## src/rtl/mem_arbiter.sv

```systemverilog
// mem_arbiter: two requesters share one memory port, with one access in flight at a time (IDLE->ISSUE->WAIT->RESP).
// Latency: grant at edge e0, strobe during e0..e1, rN_ready one cycle after the matching mem ready is sampled.
// Backpressure: WAIT holds indefinitely for the matching mem ready; requests are only sampled in IDLE.
// Config: define MEM_ARB_ROUND_ROBIN_EN for round-robin ties; otherwise requester 0 has fixed priority.
`ifndef DEFAULT_MADDR_WIDTH
`define DEFAULT_MADDR_WIDTH 8
`endif
`ifndef DEFAULT_MDATA_WIDTH
`define DEFAULT_MDATA_WIDTH 8
`endif

module mem_arbiter #(
   parameter int MADDR_WIDTH = `DEFAULT_MADDR_WIDTH,
   parameter int MDATA_WIDTH = `DEFAULT_MDATA_WIDTH
) (
   input  logic                   clock,
   input  logic                   reset,
   input  logic                   r0_read_enable,
   input  logic                   r0_write_enable,
   input  logic [MADDR_WIDTH-1:0] r0_addr,
   input  logic [MDATA_WIDTH-1:0] r0_write_data,
   output logic [MDATA_WIDTH-1:0] r0_read_data,
   output logic                   r0_ready,
   input  logic                   r1_read_enable,
   input  logic                   r1_write_enable,
   input  logic [MADDR_WIDTH-1:0] r1_addr,
   input  logic [MDATA_WIDTH-1:0] r1_write_data,
   output logic [MDATA_WIDTH-1:0] r1_read_data,
   output logic                   r1_ready,
   output logic                   mem_read_enable,
   output logic                   mem_write_enable,
   output logic [MADDR_WIDTH-1:0] mem_addr,
   output logic [MDATA_WIDTH-1:0] mem_write_data,
   input  logic                   mem_read_ready,
   input  logic                   mem_write_ready,
   input  logic [MDATA_WIDTH-1:0] mem_read_data,
   output logic                   busy
);

   typedef enum logic [1:0] {IDLE, ISSUE, WAIT, RESP} state_t;

   state_t                   state_q, state_d;
   logic                     grant_q, grant_d;     // 0 = requester 0, 1 = requester 1
   logic                     op_wr_q, op_wr_d;     // latched operation: 1 = write
   logic [MADDR_WIDTH-1:0]   addr_q, addr_d;
   logic [MDATA_WIDTH-1:0]   wdata_q, wdata_d;
   logic [MDATA_WIDTH-1:0]   rdata0_q, rdata0_d;
   logic [MDATA_WIDTH-1:0]   rdata1_q, rdata1_d;
   logic                     pend0, pend1, pick;

   assign pend0 = r0_read_enable | r0_write_enable;
   assign pend1 = r1_read_enable | r1_write_enable;

`ifdef MEM_ARB_ROUND_ROBIN_EN
   logic rr_ptr_q, rr_ptr_d;   // requester that wins the next tie

   // Tie goes to the pointer; a lone requester always wins.
   always_comb begin
      pick = !pend0;
      if (pend0 && pend1) pick = rr_ptr_q;
   end

   // Pointer moves to the other requester on every grant.
   always_comb begin
      rr_ptr_d = rr_ptr_q;
      if (state_q == IDLE && (pend0 || pend1)) rr_ptr_d = ~pick;
   end

   // Round-robin pointer register; points to requester 0 out of reset.
   always_ff @(posedge clock or posedge reset) begin
      if (reset) rr_ptr_q <= 1'b0;
      else       rr_ptr_q <= rr_ptr_d;
   end
`else
   // Fixed priority: requester 0 wins any tie.
   always_comb begin
      pick = !pend0;
   end
`endif

   // Next-state and datapath-load logic for the access FSM.
   always_comb begin
      state_d  = state_q;
      grant_d  = grant_q;
      op_wr_d  = op_wr_q;
      addr_d   = addr_q;
      wdata_d  = wdata_q;
      rdata0_d = rdata0_q;
      rdata1_d = rdata1_q;
      case (state_q)
         IDLE: begin
            if (pend0 || pend1) begin
               grant_d = pick;
               // Write wins over a simultaneous read from the same requester.
               op_wr_d = pick ? r1_write_enable : r0_write_enable;
               addr_d  = pick ? r1_addr : r0_addr;
               wdata_d = pick ? r1_write_data : r0_write_data;
               state_d = ISSUE;
            end
         end
         ISSUE: state_d = WAIT;
         WAIT: begin
            // Only the ready matching the latched operation completes it.
            if (op_wr_q ? mem_write_ready : mem_read_ready) begin
               state_d = RESP;
               if (!op_wr_q) begin
                  if (grant_q) rdata1_d = mem_read_data;
                  else         rdata0_d = mem_read_data;
               end
            end
         end
         RESP:    state_d = IDLE;
         default: state_d = IDLE;
      endcase
   end

   // State and datapath registers; reset aborts any transaction in flight.
   always_ff @(posedge clock or posedge reset) begin
      if (reset) begin
         state_q  <= IDLE;
         grant_q  <= 1'b0;
         op_wr_q  <= 1'b0;
         addr_q   <= '0;
         wdata_q  <= '0;
         rdata0_q <= '0;
         rdata1_q <= '0;
      end else begin
         state_q  <= state_d;
         grant_q  <= grant_d;
         op_wr_q  <= op_wr_d;
         addr_q   <= addr_d;
         wdata_q  <= wdata_d;
         rdata0_q <= rdata0_d;
         rdata1_q <= rdata1_d;
      end
   end

   assign mem_read_enable  = (state_q == ISSUE) && !op_wr_q;
   assign mem_write_enable = (state_q == ISSUE) &&  op_wr_q;
   assign mem_addr         = addr_q;
   assign mem_write_data   = wdata_q;
   assign r0_ready         = (state_q == RESP) && !grant_q;
   assign r1_ready         = (state_q == RESP) &&  grant_q;
   assign r0_read_data     = rdata0_q;
   assign r1_read_data     = rdata1_q;
   assign busy             = (state_q != IDLE);

endmodule

```

## config.mk

```make
export PLATFORM = sky130hd
export DESIGN_NAME = mem_arbiter
export DESIGN_NICKNAME = d
export VERILOG_FILES = /design/src/rtl/mem_arbiter.sv
export SDC_FILE = /design/constraint.sdc
export NUM_CORES = 1
export LEC_CHECK = 0
export ABC_AREA = 1
export CELL_PAD_IN_SITES_DETAIL_PLACEMENT = 1
export CELL_PAD_IN_SITES_GLOBAL_PLACEMENT = 2
export CORE_UTILIZATION = 23
export CTS_BUF_LIST = sky130_fd_sc_hd__clkbuf_16
export CTS_CLUSTER_DIAMETER = 150
export DETAILED_ROUTE_END_ITERATION = 8
export GPL_TIMING_DRIVEN = 0
export PLACE_DENSITY = 0.85
export SYNTH_ARGS = -nofsm -noshare
export SYNTH_HDL_FRONTEND = slang
export SYNTH_SLANG_ARGS = --single-unit
```

## constraint.sdc

```tcl
create_clock -name clock -period 2.75 [get_ports clock]
set_clock_uncertainty 0.1 [all_clocks]
set_input_delay 0.825 -clock clock [delete_from_list [all_inputs] [get_ports clock]]
set_output_delay 0.825 -clock clock [all_outputs]
set_load 0.1 [all_outputs]
```

==> impl_metrics.csv, run 1 <==
group,metric,value,unit
route,ant_nets,0,
global_routing,grt_pass1_vias,1780,
clocking,clock_path_buffers,2,
route,drc,0,
clocking,cts-root-buf,"clkbuf_16",
critical_path,crit_type,"reg -> out",
synthesis,ys_seq_area_frac,0.515,
clocking,cts_setup_buffers,0,
route,vias,1746,
synthesis,ys_warn_count,0,
final_layout,postLayoutCoreUtil,0.396,
critical_path,start_kind,"flop",
route,wirelength,5300,um
critical_path,worst_ep_arrival_time,1.78,ns
timing,whs,0.377,ns
placed_design,portBuffers,84,
route,dr.pass1.iters,4,
timing,worst_pin_slew,0.999,ns
floorplan,die_y,89.2,um
critical_path,path_buf_inv,1,
global_routing,antenna_found_initial,0,
synthesis,synth_area_leader_cell,"dfrtp_1",
synthesis,ys_top_cells_by_count,"107 x nand2_1, 36 x dfrtp_1, 32 x o21ai_0",
final_layout,fin_nets,366,
synthesis,syn_avg_cell_area,7.85,um^2
floorplan,core_area,7290,um^2
critical_path,slowest_delay,1.16,ns
critical_path,path_cells,"clkdlybuf4s50_1",
floorplan,io_pins,85,
floorplan,rows,31,
timing,timing.final.hold_violations,0,
placed_design,post_dp_cell_area,2720,um^2
placed_design,dp_hpwl,4050,um
timing,clock.fmax,370,MHz
critical_path,required,1.83,ns
synthesis,yosys-top-cells-area,"dfrtp_1 51%, nand2_1 23%, o21ai_0 9.1%",
floorplan,die_w,89.2,um
placed_design,post-place-ws,-0.138,ns
clocking,htree_num_levels,2,
synthesis,syn_area,1750,um^2
synthesis,synth.net_count,275,
global_routing,grt_pass1_wl,8900,um
route,dr.first_iter.drc_count,71,
critical_path,crit_family,"buffers and inverters",
synthesis,post-synth-top-count-cell,"nand2_1",
timing,slew_violations,0,
placed_design,place.gp.congestion,0.722,
synthesis,syn_inst,223,
clocking,clk_pin_slew,0.05,ns
global_routing,overflow,0,
timing,fin_ws,0.0455,ns
clocking,cts_inserted_buffers,5,
timing,slew_headroom,0.332,
route,routedWlPerCell,12.8,um
final_layout,fillers,889,
status,status,"finished, final reports clean",
timing,rsz0062_at_grt,"false",
final_layout,design_area,2880,um^2
timing,min_period,2.70,ns
timing,fin_crit_sh,0.983,
route,vias_per_cell,4.22,
floorplan,die_area,7960,um^2
global_routing,grt_usage,0.149,
final_layout,areaGrowthSynthToFinish,64.8,%
run,cap_violations,0,
synthesis,ys.flop_type,"dfrtp_1",
synthesis,synth_cell_types,19,
critical_path,cp-end-kind,"output port",
global_routing,grt_max_degree,37,
min_path,min_path_type,"reg -> reg",
timing,setup_viol,0,
clocking,cts_tree,"built",
synthesis,synth-async-reset-ratio,1.00,
final_layout,final_layout_size_suffix_gt1_frac,0.0984,
floorplan,start_util,0.240,
synthesis,ys_ff_latch,36,
critical_path,cp_max_fo,2,
synthesis,synth_edf_count,0,
final_layout,diodes,0,
clocking,cts_num_sinks,36,
synthesis,synth_top_area_share,0.515,
critical_path,crit_slowest_cell,"clkdlybuf4s50_1",
critical_path,reg2reg_slack,1.12,ns
clocking,clk_latency,0.27,ns
==> state kept, by name (all words and copies together) (netlist names) <==
signal	flops
grant_q	1
state_q	2
r1_read_data	8
mem_write_data	8
mem_addr	8
r0_read_data	8
op_wr_q	1
==> per-stage QoR <==
step | instances | setup TNS (ns)
after detailed placement | 406 | -0.291
after global placement | 406 | -0.226
after CTS | 414 | 0
after global routing | 414 | 0
after floorplan | 223 | 0
final | 414 | 0
==> cell families after synthesis <==
logic type      after synthesis  share of synthesized area
compound gates               35                      0.102
fa+ha+maj                     4                     0.0286
buf+inv                      28                     0.0800
flops                        36                      0.515
simple gates                120                      0.274
==> cell usage in the layout (no fill, tap or decap), types with 3 or more instances in the layout <==
cell and n:
nor2_2 3, clkbuf_16 5, clkdlybuf4s15_2 4, clkdlybuf4s50_1 79, nand3_1 4, inv_1 18, buf_6 3, dfrtp_1 36
nand2_1 107, ha_1 4, clkbuf_2 3, o21ai_0 32
==> layout make-up <==
| class | count | area [um^2] | share of cell area |
|---|---|---|---|
| clock inverter | 3 | 38.8 | 0.0134 |
| multi-input combinational | 159 | 714 | 0.248 |
| tap | 99 | 124 | 0.0430 |
| sequential | 36 | 901 | 0.312 |
| buffer | 9 | 68.8 | 0.0239 |
| clock buffer | 5 | 125 | 0.0434 |
| timing repair buffer | 84 | 841 | 0.292 |
| inverter | 19 | 71.3 | 0.0247 |
==> layer usage <==
metal | GRT usage | up-vias | wire length (um)
met1 | 0.185 | 829 | 2370
met5 | 0 | - | 0
met2 | 0.254 | 38 | 2630
met4 | 0.0418 | 0 | 84
li1 | - | 873 | -
met3 | 0.0397 | 6 | 215
==> final timing paths <==
path | endpoint | cells after the start | from
max | mem_write_data[4] | 1 | mem_write_data[4]
min | mem_addr[0] | 2 | mem_addr[0]
max reg2reg | r1_read_data[0] | 6 | state_q[0]
min reg2reg | mem_addr[0] | 2 | mem_addr[0]
max in group asynchronous | mem_addr[2] | 2 | reset
min in group asynchronous | r1_read_data[0] | 2 | reset
==> what timing repair did <==
| item | 4_1_cts | 5_1_grt |
|---|---|---|
| resized for setup | 13 | 2 |
| hold buffers | 0 | 0 |
| setup endpoints to repair | 5 | 1 |
Power of run 1 is left out: the tool's default activity adds up to more than one toggle a clock period on the data nets, which glitch-free logic cannot reach.
==> run 2: changes to the inputs <==
Settings changed: CAP_MARGIN from default to 20, CELL_PAD_IN_SITES_DETAIL_PLACEMENT 1 to 0, CELL_PAD_IN_SITES_GLOBAL_PLACEMENT 2 to 1, CORE_UTILIZATION 23 to 30, PLACE_DENSITY 0.85 to default, PLACE_DENSITY_LB_ADDON from default to 0.1.
==> run 2 against run 1 <==
  * Cell count shrank 6.5%
  * Flip-flop and latch count unchanged
  * Sequential share of layout area rose by 0.31 points
  * Core utilization increased by 12 points
  * Hold slack lost 0.00086 ns
  * Fmax about the same
  * Non-clock buffer count stayed put
  * Register-to-register slack better by 0.05 ns
  * Routed wire length fell by 9.5%
  * Critical path depth is the same
  * Global-route usage rose by 2.0 points
  * Via count down 2.1%
  * Critical path type unchanged
==> impl_metrics.csv, run 2 (synthesis gave the netlist of run 1 again) <==
group,metric,value,unit
status,status,"finished, final reports clean",
floorplan,die_area,6140,um^2
final_layout,fin_nets,366,
critical_path,slowest_delay,1.14,ns
clocking,cts_inserted_buffers,5,
floorplan,rows,27,
placed_design,place.gp.congestion,0.698,
timing,timing.final.hold_violations,0,
floorplan,start_util,0.314,
route,wirelength,4800,um
global_routing,grt_pass1_vias,1636,
timing,slew_violations,0,
critical_path,start_kind,"flop",
critical_path,r2r_cells,6,
clocking,clock_path_buffers,2,
critical_path,path_buf_inv,1,
clocking,clk_pin_slew,0.06,ns
placed_design,place_inst,379,
critical_path,cp-end-kind,"output port",
critical_path,path_depth,1,
critical_path,cp_max_fo,2,
timing,fin_crit_sh,0.984,
route,dr.pass1.iters,4,
route,drc,0,
final_layout,final_layout_size_suffix_gt1_frac,0.102,
placed_design,portBuffers,84,
final_layout,fin_cells,387,
timing,whs,0.376,ns
min_path,holdPathStages,2,
run,cap_violations,0,
timing,worst_pin_slew,0.999,ns
final_layout,diodes,0,
critical_path,crit_slowest_cell,"clkdlybuf4s50_1",
clocking,clk_latency,0.28,ns
global_routing,grt_usage,0.168,
route,vias_per_cell,4.42,
floorplan,die_w,78.4,um
global_routing,grt_max_degree,37,
clocking,cts-root-buf,"clkbuf_16",
final_layout,postLayoutCoreUtil,0.512,
final_layout,final_common_cell,"nand2_1",
clocking,htree_num_levels,2,
critical_path,required,1.83,ns
critical_path,crit_family,"buffers and inverters",
timing,rsz0062_at_grt,"false",
clocking,cts_tree,"built",
clocking,cts_setup_buffers,0,
clocking,holdBufCountCts,0,
timing,clock.fmax,370,MHz
floorplan,die_y,78.4,um
critical_path,crit_type,"reg -> out",
critical_path,path_cells,"clkdlybuf4s50_1",
timing,slew_headroom,0.333,
route,vias,1710,
floorplan,core_area,5570,um^2
global_routing,overflow,0,
route,ant_nets,0,
final_layout,layout_common_cells,"107 x nand2_1, 76 x clkdlybuf4s50_1, 36 x dfrtp_1",
clocking,cts_num_sinks,36,
timing,min_period,2.71,ns
min_path,min_path_type,"reg -> reg",
final_layout,areaGrowthSynthToFinish,63.1,%
route,routedWlPerCell,12.4,um
route,dr.first_iter.drc_count,58,
placed_design,dp_hpwl,3380,um
floorplan,io_pins,85,
critical_path,worst_ep_arrival_time,1.78,ns
global_routing,grt_pass1_wl,7910,um
timing,setup_viol,0,
global_routing,antenna_found_initial,0,
[run 2: changes by cell type in the layout (fill, tap and decap cells not counted)]
cell and change:
inv_1 -1, clkinvlp_4 +1, clkdlybuf4s15_2 -1, clkdlybuf4s50_1 -3, clkbuf_2 +1, dlymetal6s2s_1 +3
[run 2: worst min-delay path, cell delays in order, from the launching register on]
cell and delay, ns:
dfrtp_1 0.34, nand2_1 0.05, nand2_1 0.06
[run 2: metal layers]
layer | vias up | wire length (um) | GRT usage
li1 | 875 | - | -
met1 | 778 | 2190 | 0.209
met2 | 55 | 2230 | 0.277
met3 | 2 | 352 | 0.0593
met4 | 0 | 24 | 0.0444
met5 | - | 0 | 0
[run 2: layout make-up]
| cell class | instances | area, um^2 |
|---|---|---|
| Multi-Input combinational cell | 159 | 714 |
| Inverter | 19 | 71.3 |
| Sequential cell | 36 | 901 |
| Tap cell | 72 | 90.1 |
| Buffer | 9 | 68.8 |
| Clock inverter | 3 | 42.5 |
| Clock buffer | 5 | 125 |
| Fill cell | 586 | 2720 |
| Timing Repair Buffer | 84 | 842 |
[run 2: what timing repair did]
action / CTS / global route
pin swaps: 0 / 0
gates resized for setup: 13 / 5
endpoints found under the setup margin: 5 / 5
cloned: 0 / 0
[run 2: final timing paths]
kind                                   startpoint           endpoint  slack, ns
worst min register to register  mem_write_data[4]  mem_write_data[4]       0.38
worst max-delay path              r0_read_data[1]    r0_read_data[1]       0.04
max in group asynchronous                   reset    r1_read_data[4]       1.17
min in group asynchronous                   reset        mem_addr[5]       0.89
worst min-delay path            mem_write_data[4]  mem_write_data[4]       0.38
worst max register to register         state_q[0]    r0_read_data[6]       1.17
[run 2: per-stage QoR]
stage                     TNS, ns  worst slack [ns]  instance area, um^2
final                           0            0.0439                 2860
after global routing            0          0.000454                 2860
after global placement     -0.274            -0.138                 2690
after CTS                       0           0.00246                 2860
after floorplan                 0             0.393                 1760
after detailed placement   -0.273            -0.136                 2690
Power of run 2 is left out for the same reason.
